[config.mk]
export PLATFORM = sky130hd
export DESIGN_NAME = mem_port_arbiter
export DESIGN_NICKNAME = d
export VERILOG_FILES = /design/src/rtl/mem_port_arbiter.sv
export SDC_FILE = /design/constraint.sdc
export NUM_CORES = 1
export LEC_CHECK = 0
export CAP_MARGIN = 5
export CORE_ASPECT_RATIO = 1.75
export CORE_MARGIN = 5
export CORE_UTILIZATION = 40
export CTS_CLUSTER_SIZE = 28
export DETAILED_ROUTE_END_ITERATION = 7
export GPL_TIMING_DRIVEN = 0
export PLACE_DENSITY = 0.89
export SETUP_SLACK_MARGIN = 0.1
export SLEW_MARGIN = 15
export SYNTH_ARGS = -nofsm -noshare
export SYNTH_HDL_FRONTEND = slang
export SYNTH_SLANG_ARGS = --single-unit
export TNS_END_PERCENT = 30
[constraint.sdc]
create_clock -name clk -period 3.85 [get_ports clk]
set_input_delay 1.155 -clock clk [delete_from_list [all_inputs] [get_ports clk]]
set_output_delay 1.155 -clock clk [all_outputs]
set_load 0.05 [all_outputs]
[src/rtl/mem_port_arbiter.sv]
// mem_port_arbiter
// Shares one memory port between an instruction-fetch requester and a data
// load/store requester. One transaction is in flight at a time: a grant in
// IDLE latches the command, BUSY drives it until mem_ack or a wait-cycle
// timeout, and RESP returns a single rvalid pulse to whichever side owned it.
module mem_port_arbiter #(
    parameter int unsigned TIMEOUT = 255
) (
    input  logic        clk,
    input  logic        reset,

    input  logic        if_req,
    input  logic [31:0] if_addr,
    output logic        if_gnt,
    output logic        if_rvalid,
    output logic [31:0] if_rdata,

    input  logic        d_req,
    input  logic        d_we,
    input  logic [3:0]  d_be,
    input  logic [31:0] d_addr,
    input  logic [31:0] d_wdata,
    output logic        d_gnt,
    output logic        d_rvalid,
    output logic [31:0] d_rdata,

    output logic        mem_req,
    output logic        mem_we,
    output logic [3:0]  mem_be,
    output logic [31:0] mem_addr,
    output logic [31:0] mem_wdata,
    input  logic        mem_ack,
    input  logic [31:0] mem_rdata,

    output logic        err,
    output logic        stall
);

    typedef enum logic [1:0] {
        ST_IDLE = 2'd0,
        ST_BUSY = 2'd1,
        ST_RESP = 2'd2
    } state_t;

    localparam logic OWNER_FETCH = 1'b0;
    localparam logic OWNER_DATA  = 1'b1;

    // TIMEOUT is at most 1023, so ten bits always hold the wait count.
    localparam int unsigned CNT_W = 10;
    localparam logic [CNT_W-1:0] CNT_LAST = CNT_W'(TIMEOUT - 1);

    state_t           state_q,      state_d;
    logic             owner_q,      owner_d;
    logic             last_owner_q, last_owner_d;
    logic [CNT_W-1:0] cnt_q,        cnt_d;
    logic             mem_req_q,    mem_req_d;
    logic             mem_we_q,     mem_we_d;
    logic [3:0]       mem_be_q,     mem_be_d;
    logic [31:0]      mem_addr_q,   mem_addr_d;
    logic [31:0]      mem_wdata_q,  mem_wdata_d;
    logic [31:0]      rdata_q,      rdata_d;
    logic             err_q,        err_d;
    logic             if_rvalid_q,  if_rvalid_d;
    logic             d_rvalid_q,   d_rvalid_d;

    // Grants exist only in IDLE; on a tie the side that did not win last time goes.
    always_comb begin
        if_gnt = 1'b0;
        d_gnt  = 1'b0;
        if (state_q == ST_IDLE && !reset) begin
            if (if_req && d_req) begin
                if (last_owner_q == OWNER_DATA) begin
                    if_gnt = 1'b1;
                end else begin
                    d_gnt = 1'b1;
                end
            end else if (if_req) begin
                if_gnt = 1'b1;
            end else if (d_req) begin
                d_gnt = 1'b1;
            end
        end
    end

    // Next-state and next-output computation for the IDLE/BUSY/RESP sequence.
    always_comb begin
        state_d      = state_q;
        owner_d      = owner_q;
        last_owner_d = last_owner_q;
        cnt_d        = cnt_q;
        rdata_d      = rdata_q;
        mem_req_d    = 1'b0;
        mem_we_d     = 1'b0;
        mem_be_d     = 4'h0;
        mem_addr_d   = 32'h0;
        mem_wdata_d  = 32'h0;
        err_d        = 1'b0;
        if_rvalid_d  = 1'b0;
        d_rvalid_d   = 1'b0;

        case (state_q)
            ST_IDLE: begin
                if (if_gnt) begin
                    state_d      = ST_BUSY;
                    owner_d      = OWNER_FETCH;
                    last_owner_d = OWNER_FETCH;
                    cnt_d        = '0;
                    mem_req_d    = 1'b1;
                    mem_we_d     = 1'b0;
                    mem_be_d     = 4'hF;
                    mem_addr_d   = if_addr;
                    mem_wdata_d  = 32'h0;
                end else if (d_gnt) begin
                    state_d      = ST_BUSY;
                    owner_d      = OWNER_DATA;
                    last_owner_d = OWNER_DATA;
                    cnt_d        = '0;
                    mem_req_d    = 1'b1;
                    mem_we_d     = d_we;
                    mem_be_d     = d_be;
                    mem_addr_d   = d_addr;
                    mem_wdata_d  = d_wdata;
                end
            end

            ST_BUSY: begin
                if (mem_ack) begin
                    state_d     = ST_RESP;
                    rdata_d     = mem_we_q ? 32'h0 : mem_rdata;
                    err_d       = 1'b0;
                    if_rvalid_d = (owner_q == OWNER_FETCH);
                    d_rvalid_d  = (owner_q == OWNER_DATA);
                end else if (cnt_q == CNT_LAST) begin
                    state_d     = ST_RESP;
                    rdata_d     = 32'h0;
                    err_d       = 1'b1;
                    if_rvalid_d = (owner_q == OWNER_FETCH);
                    d_rvalid_d  = (owner_q == OWNER_DATA);
                end else begin
                    cnt_d       = cnt_q + 1'b1;
                    mem_req_d   = 1'b1;
                    mem_we_d    = mem_we_q;
                    mem_be_d    = mem_be_q;
                    mem_addr_d  = mem_addr_q;
                    mem_wdata_d = mem_wdata_q;
                end
            end

            ST_RESP: begin
                state_d = ST_IDLE;
                cnt_d   = '0;
            end

            default: begin
                state_d = ST_IDLE;
                cnt_d   = '0;
            end
        endcase
    end

    // Register all state and registered outputs; reset leaves data as last owner.
    always_ff @(posedge clk) begin
        if (reset) begin
            state_q      <= ST_IDLE;
            owner_q      <= OWNER_FETCH;
            last_owner_q <= OWNER_DATA;
            cnt_q        <= '0;
            rdata_q      <= 32'h0;
            mem_req_q    <= 1'b0;
            mem_we_q     <= 1'b0;
            mem_be_q     <= 4'h0;
            mem_addr_q   <= 32'h0;
            mem_wdata_q  <= 32'h0;
            err_q        <= 1'b0;
            if_rvalid_q  <= 1'b0;
            d_rvalid_q   <= 1'b0;
        end else begin
            state_q      <= state_d;
            owner_q      <= owner_d;
            last_owner_q <= last_owner_d;
            cnt_q        <= cnt_d;
            rdata_q      <= rdata_d;
            mem_req_q    <= mem_req_d;
            mem_we_q     <= mem_we_d;
            mem_be_q     <= mem_be_d;
            mem_addr_q   <= mem_addr_d;
            mem_wdata_q  <= mem_wdata_d;
            err_q        <= err_d;
            if_rvalid_q  <= if_rvalid_d;
            d_rvalid_q   <= d_rvalid_d;
        end
    end

    // Datapath must hold while a transaction is in flight or a request waits.
    always_comb begin
        stall = (state_q != ST_IDLE) || (if_req && !if_gnt) || (d_req && !d_gnt);
    end

    assign mem_req   = mem_req_q;
    assign mem_we    = mem_we_q;
    assign mem_be    = mem_be_q;
    assign mem_addr  = mem_addr_q;
    assign mem_wdata = mem_wdata_q;
    assign if_rvalid = if_rvalid_q;
    assign d_rvalid  = d_rvalid_q;
    assign if_rdata  = rdata_q;
    assign d_rdata   = rdata_q;
    assign err       = err_q;

endmodule

==> results.py, run 1 <==
metrics = {
    "placed_design": {
        "place_area_um2": 7470,
        "place_congestion": 0.828,
        "io_buffers": 277,
        "dp_hpwl_mm": 13.2,
    },
    "power": {
        "p_int_w": 0.00271,
        "power.density_nw_per_um2": 456,
        "switching_power_w": 0.000997,
        "p_sw_frac": 0.269,
        "seqPwrFrac": 0.360,
        "leakagePower_nw": 3.14,
        "finalPower_w": 0.00370,
        "combPwrFrac": 0.203,
        "clock_power_share": 0.436,
        "ir_drop_v": 0.000415,
    },
    "cts": {
        "root_buffer": "clkbuf_16",
        "worst_skew_pair.late_latency_ns": 0.41,
        "clockBufferDepth": 2,
        "cts.hold.buffers_added": 0,
        "clk_pin_slew_ns": 0.05,
        "cts_tree": "yes",
        "cts_max_level": 4,
        "cts_sinks": 119,
        "cts_made_buffers": 17,
    },
    "cells_and_area": {
        "layout.nets": 881,
        "drive_above_1_share": 0.120,
        "multiInputGateArea_um2": 1730,
        "register_area_um2": 2380,
        "nFillCells": 777,
        "postLayoutCellArea_um2": 8110,
        "area_delta_synth_final_pct": 78.8,
        "antennaDiodeCount": 0,
        "postLayoutCoreUtil": 0.731,
    },
    "worst_setup_path": {
        "crit_required_ns": 2.69,
        "worstSetupPathType": "in2out",
        "critPathLaunchType": "primary input",
        "endpoint_kind": "output port",
        "critPathMaxStageDelay_ns": 0.35,
        "arrival_ns": 2.61,
        "critPathSlowestCell": "dlygate4sd2_1",
        "path_max_fanout": 10,
        "path_cells": "dlygate4sd2_1 > buf_4 > clkinvlp_4 > a21oi_1 > or3_1 > buf_2",
    },
    "route": {
        "vias": 4692,
        "wirelength_mm": 17.0,
        "firstDrtPassIters": 4,
        "wl_per_cell_um": 19.3,
        "drc_errors": 0,
        "drt_iter0_drc": 265,
        "ant_nets": 0,
        "avgViaCountPerCell": 5.30,
    },
    "yosys": {
        "yosysWarnings": 0,
        "synth-edff-count": 0,
        "synth_nets": 584,
        "synth.avg_cell_area_um2": 10.2,
        "synth_ff_type": "dfxtp_1",
        "syn_area_um2": 4540,
        "synthAdderAreaFrac": 0.00552,
        "synth_xor_area_frac": 0,
        "yosysSeqAreaShare": 0.525,
        "synth_top_family_by_area": "compound AO/OA/AOI/OAI gates",
        "muxShareOfSynthArea": 0.00221,
        "synth_cell_type_count": 43,
        "synth_seq_cells": 119,
        "synth_simple_gate_area_frac": 0.0929,
        "async_flop_share": 0,
        "syn-instance-count": 444,
        "synth_compound_area_frac": 0.277,
    },
    "min_path": {
        "hold_class": "reg2reg",
    },
    "sta": {
        "drv_slew": 0,
        "post-route-min-period_ns": 3.76,
        "rsz0062_at_grt": "true",
        "hold_viol": 0,
        "setup_viol": 0,
        "tightestPinTransition_ns": 0.993,
        "max-slew-margin-rel": 0.329,
        "max_freq_mhz": 266,
        "skew_ns": 0.0134,
        "post-route-period-util": 0.977,
    },
    "die": {
        "io_pins": 278,
        "core_um2": 11100,
        "num_rows": 51,
        "die_w_um": 90.5,
        "die_area_um2": 13700,
        "initial_core_util": 0.409,
        "die_h_um": 151,
    },
    "global_route": {
        "grt_antenna_before_repair": 0,
        "grtUsageTotal": 0.241,
        "grt_pass1_vias": 5013,
        "grt_max_degree": 20,
        "grt-ovfl-total": 0,
        "grt_pass1_wl_mm": 25.9,
    },
    "run": {
        "max_cap_violations": 0,
    },
    "run_status": {
        "outcome": "completed",
    },
}
Yosys cell counts (2+ instances only):
cell      instances  area (µm²)
a211oi_1          2        15.0
a21oi_1           9        45.0
a221o_1           4        40.0
a22o_1           65         569
a22oi_1          32         240
a31oi_1           3        18.8
and2_1            2        12.5
and3_1            3        18.8
buf_1             4        15.0
buf_2            12        60.1
buf_4            33         248
buf_6             3        33.8
clkbuf_1         15        56.3
dfxtp_1         119        2380
ha_1              2        25.0
inv_1             7        26.3
nand2_1          42         158
nand2b_1          2        12.5
nand3_1           3        15.0
nand4_1           4        25.0
nor2_1            5        18.8
nor2b_1           2        12.5
nor3_1            6        30.0
nor4_1            2        12.5
o21ai_0          35         175
o311ai_0          3        26.3
o31a_1            4        35.0
o31ai_1           3        22.5
or3_1             3        18.8
or4_1             2        15.0
layer usage:
metal	up-vias	global-route usage	routed length, µm
met3	27	0.0760	1460
met4	0	0.118	462
met2	246	0.453	9160
met1	2197	0.233	5970
li1	2222	-	-
met5	-	0	0
worst max-delay path, delay by kind of cell:
kind | cells | cell delay, ns
simple gates | 1 | 0.13
buf+inv | 4 | 1.08
compound gates | 1 | 0.24
what timing repair did:
action / 4_1_cts / 5_1_grt
endpoints found under the setup margin: 3 / 3
resized for setup: 22 / 8
gates cloned: 0 / 0
pin swaps: 0 / 1
buffers inserted: 1 / 1
final cells by class:
class | instances | area share
well taps | 132 | 0.0204
repair buffers | 279 | 0.343
flip-flops and latches | 119 | 0.294
clock inverters | 10 | 0.0188
plain buffers | 66 | 0.0520
multi-input cells | 251 | 0.213
clock buffers | 21 | 0.0555
inverters | 7 | 0.00370
metrics by stage:
stage | setup TNS (ns) | worst slack (ns) | cells | hold slack (ns)
2_1_floorplan | 0 | 0.421 | 444 | 0.406
3_3_place_gp | -2.98 | -1.13 | 853 | 0.428
3_5_place_dp | -2.97 | -1.10 | 853 | 0.435
4_1_cts | 0 | 0.0363 | 884 | 0.440
5_1_grt | 0 | 0.0108 | 885 | 0.478
6_report | 0 | 0.0880 | 885 | 0.439
power groups by stage:
stage / Clock, W / Sequential, W / Combinational (W)
floorplan: 0 / 0.00155 / 0.000207
detailed placement: 0 / 0.00136 / 0.000744
global placement: 0 / 0.00135 / 0.000732
global route: 0.00171 / 0.00134 / 0.000785
CTS: 0.00164 / 0.00133 / 0.000752
finish: 0.00162 / 0.00133 / 0.000753
sequential cells by signal, indices dropped and copies added, names as in the netlist:
name and cells:
mem_addr 32, d_rdata 32, mem_wdata 32, if_rvalid 1, d_rvalid 1, last_owner_q 1, cnt_q 10, mem_be 4
mem_req 1, owner_q 1, err 1, mem_we 1, state_q 2
cell usage in the layout, fill, tap and decap left out, types with 4 or more instances in the layout:
master,netlist,final
clkbuf_16,0,17
a22o_1,65,65
nor3_1,6,6
a21oi_1,9,9
a221o_1,4,4
nand2_1,42,42
o21ai_0,35,35
o31a_1,4,4
nand4_1,4,4
buf_2,12,11
bufinv_16,0,4
buf_4,33,37
clkinv_2,0,5
clkbuf_1,15,17
buf_6,3,5
a22oi_1,32,32
inv_1,7,6
nor2_1,5,5
dfxtp_1,119,119
clkdlybuf4s50_1,0,272
kinds of logic after synthesis:
logic type | after synthesis
fa+ha+maj | 2
flops | 119
mux | 1
buf+inv | 74
simple gates | 82
compound gates | 166
final timing paths:
kind,cells past startpoint,end,start,slack [ns]
worst max-delay path,6,stall,reset,0.09
worst min-delay path,2,mem_addr[12],mem_addr[12],0.44
worst max register to register,9,d_rdata[24],cnt_q[0],1.44
worst min register to register,2,mem_addr[12],mem_addr[12],0.44
No activity file was read; power rests on OpenSTA's default activity.
==> run 2, diff against run 1 <==
--- a/config.mk
+++ b/config.mk
@@ -9,6 +9,7 @@
 export CORE_ASPECT_RATIO = 1.75
 export CORE_MARGIN = 5
 export CORE_UTILIZATION = 40
+export CTS_CLUSTER_DIAMETER = 30
 export CTS_CLUSTER_SIZE = 28
 export DETAILED_ROUTE_END_ITERATION = 7
 export GPL_TIMING_DRIVEN = 0
==> results of run 2 <==
Same layout as run 1: the final DEF is identical, and so are final timing and power.
==> run 3, diff against run 2 <==
--- a/config.mk
+++ b/config.mk
@@ -13,9 +13,8 @@
 export CTS_CLUSTER_SIZE = 28
 export DETAILED_ROUTE_END_ITERATION = 7
 export GPL_TIMING_DRIVEN = 0
-export PLACE_DENSITY = 0.89
+export PLACE_DENSITY = 0.95
 export SETUP_SLACK_MARGIN = 0.1
-export SLEW_MARGIN = 15
 export SYNTH_ARGS = -nofsm -noshare
 export SYNTH_HDL_FRONTEND = slang
 export SYNTH_SLANG_ARGS = --single-unit
==> results.py, run 3 (same netlist as run 1, synthesis figures left out) <==
metrics = {
    "worst_setup_path": {
        "r2r_cells": 9,
        "critPathMaxStageDelay_ns": 0.63,
        "r2r_slack_ns": 1.50,
        "critPathSlowestCell": "clkdlybuf4s50_1",
        "timing.rr.end": "d_rdata[6]",
        "path_max_fanout": 19,
        "timing.rr.start": "cnt_q[0]",
        "arrival_ns": 2.58,
        "crit_start": "d_req",
        "critPathLaunchType": "primary input",
        "crit_required_ns": 2.69,
        "path_cells": "clkdlybuf4s50_1 > and3_1 > buf_4 > buf_2",
        "cp-endpoint": "d_gnt",
        "endpoint_kind": "output port",
        "worstSetupPathType": "in2out",
    },
    "sta": {
        "drv_slew": 0,
        "rsz0062_at_grt": "true",
        "max_freq_mhz": 268,
        "hold_viol": 0,
        "worst_slack_ns": 0.118,
        "post-route-min-period_ns": 3.73,
        "max-slew-margin-rel": 0.310,
        "post-route-period-util": 0.969,
        "skew_ns": 0.0108,
        "setup_viol": 0,
        "tightestPinTransition_ns": 1.02,
    },
    "cts": {
        "root_buffer": "clkbuf_16",
        "cts_max_level": 4,
        "cts_made_buffers": 17,
        "cts_tree": "yes",
        "clk_pin_slew_ns": 0.06,
        "worst_skew_pair.late_latency_ns": 0.40,
        "cts.hold.buffers_added": 0,
        "cts_sinks": 119,
        "clockBufferDepth": 2,
    },
    "power": {
        "switching_power_w": 0.00106,
        "seqPwrFrac": 0.351,
        "p_sw_frac": 0.279,
        "clock_power_share": 0.450,
        "leakagePower_nw": 3.16,
        "combPwrFrac": 0.199,
        "power.density_nw_per_um2": 467,
        "p_int_w": 0.00274,
        "ir_drop_v": 0.000331,
    },
    "die": {
        "die_area_um2": 13700,
        "io_pins": 278,
        "initial_core_util": 0.409,
        "core_um2": 11100,
        "num_rows": 51,
        "die_h_um": 151,
        "die_w_um": 90.5,
    },
    "placed_design": {
        "dp_hpwl_mm": 13.8,
        "place_ws_ns": -1.11,
        "place_congestion": 0.908,
        "place_area_um2": 7470,
        "io_buffers": 277,
    },
    "global_route": {
        "grt_max_degree": 20,
        "grt_pass1_vias": 5118,
        "grt_pass1_wl_mm": 26.5,
        "grt-ovfl-total": 0,
        "grtUsageTotal": 0.245,
        "grt_antenna_before_repair": 0,
    },
    "route": {
        "vias": 4906,
        "drt_iter0_drc": 264,
        "wirelength_mm": 17.6,
        "wl_per_cell_um": 19.8,
        "avgViaCountPerCell": 5.53,
        "firstDrtPassIters": 5,
        "drc_errors": 0,
        "ant_nets": 0,
    },
    "cells_and_area": {
        "postLayoutCellArea_um2": 8150,
        "layout.nets": 882,
        "antennaDiodeCount": 0,
        "drive_above_1_share": 0.127,
        "layout.cells.most_common": "clkdlybuf4s50_1",
        "final_cell_mix": "273 x clkdlybuf4s50_1, 119 x dfxtp_1, 65 x a22o_1",
        "area_delta_synth_final_pct": 79.6,
    },
    "run_status": {
        "outcome": "completed",
    },
    "run": {
        "max_cap_violations": 0,
    },
    "min_path": {
        "hold_class": "reg2reg",
    },
}
run 3: cell types whose count changed in the layout (fill, tap and decap cells not counted), moves of 2 or more:
cell	delta
clkinv_2	-4
clkbuf_1	-3
clkinv_4	+4
clkbuf_2	+2
run 3: what timing repair did:
action,in CTS,in global routing
setup endpoints to repair,3,3
gates resized for setup,21,6
setup buffers,1,2
pin swaps,1,1
run 3: power by group through the flow:
| stage | sequential, W | combinational [W] | clock (W) |
|---|---|---|---|
| 5_1_grt | 0.00134 | 0.000785 | 0.00180 |
| 3_5_place_dp | 0.00136 | 0.000745 | 0 |
| 6_report | 0.00134 | 0.000757 | 0.00171 |
| 2_1_floorplan | 0.00155 | 0.000207 | 0 |
| 4_1_cts | 0.00133 | 0.000753 | 0.00173 |
| 3_3_place_gp | 0.00135 | 0.000729 | 0 |
run 3: per-layer routing:
layer,up-vias,global-route usage,wire (µm)
li1,2226,-,-
met1,2321,0.229,5860
met2,301,0.464,9420
met3,58,0.0716,1510
met4,0,0.141,817
met5,-,0,0
run 3: cell type report:
type | count | area, µm²
fillers | 721 | 2950
repair buffers | 280 | 2780
flip-flops and latches | 119 | 2380
multi-input cells | 251 | 1730
clock buffers | 19 | 453
plain buffers | 66 | 419
clock inverters | 13 | 195
well taps | 132 | 165
inverters | 7 | 26.3
run 3: worst min path at each step:
stage / start / to / slack (ns) / depth (start not counted)
after global routing: mem_addr[12] / mem_addr[12] / 0.46 / 2
after global placement: mem_addr[8] / mem_addr[8] / 0.43 / 2
after floorplan: owner_q / if_rvalid / 0.41 / 1
final: mem_addr[12] / mem_addr[12] / 0.46 / 2
after CTS: mem_addr[8] / mem_addr[8] / 0.45 / 2
after detailed placement: mem_addr[24] / mem_addr[24] / 0.43 / 2
run 3: stage by stage:
step / setup TNS [ns] / hold WS (ns) / instances / utilization / power (W)
6_report: 0 / 0.455 / 887 / 0.734 / 0.00380
4_1_cts: 0 / 0.451 / 885 / 0.733 / 0.00381
3_5_place_dp: -2.97 / 0.430 / 853 / 0.673 / 0.00210
3_3_place_gp: -2.79 / 0.433 / 853 / 0.673 / 0.00208
2_1_floorplan: 0 / 0.406 / 444 / - / 0.00176
5_1_grt: 0 / 0.464 / 887 / 0.734 / 0.00392
run 3: worst max-delay path: cells and delay by family:
| kind | cells | cell delay (ns) |
|---|---|---|
| buf+inv | 3 | 1.18 |
| simple gates | 1 | 0.22 |
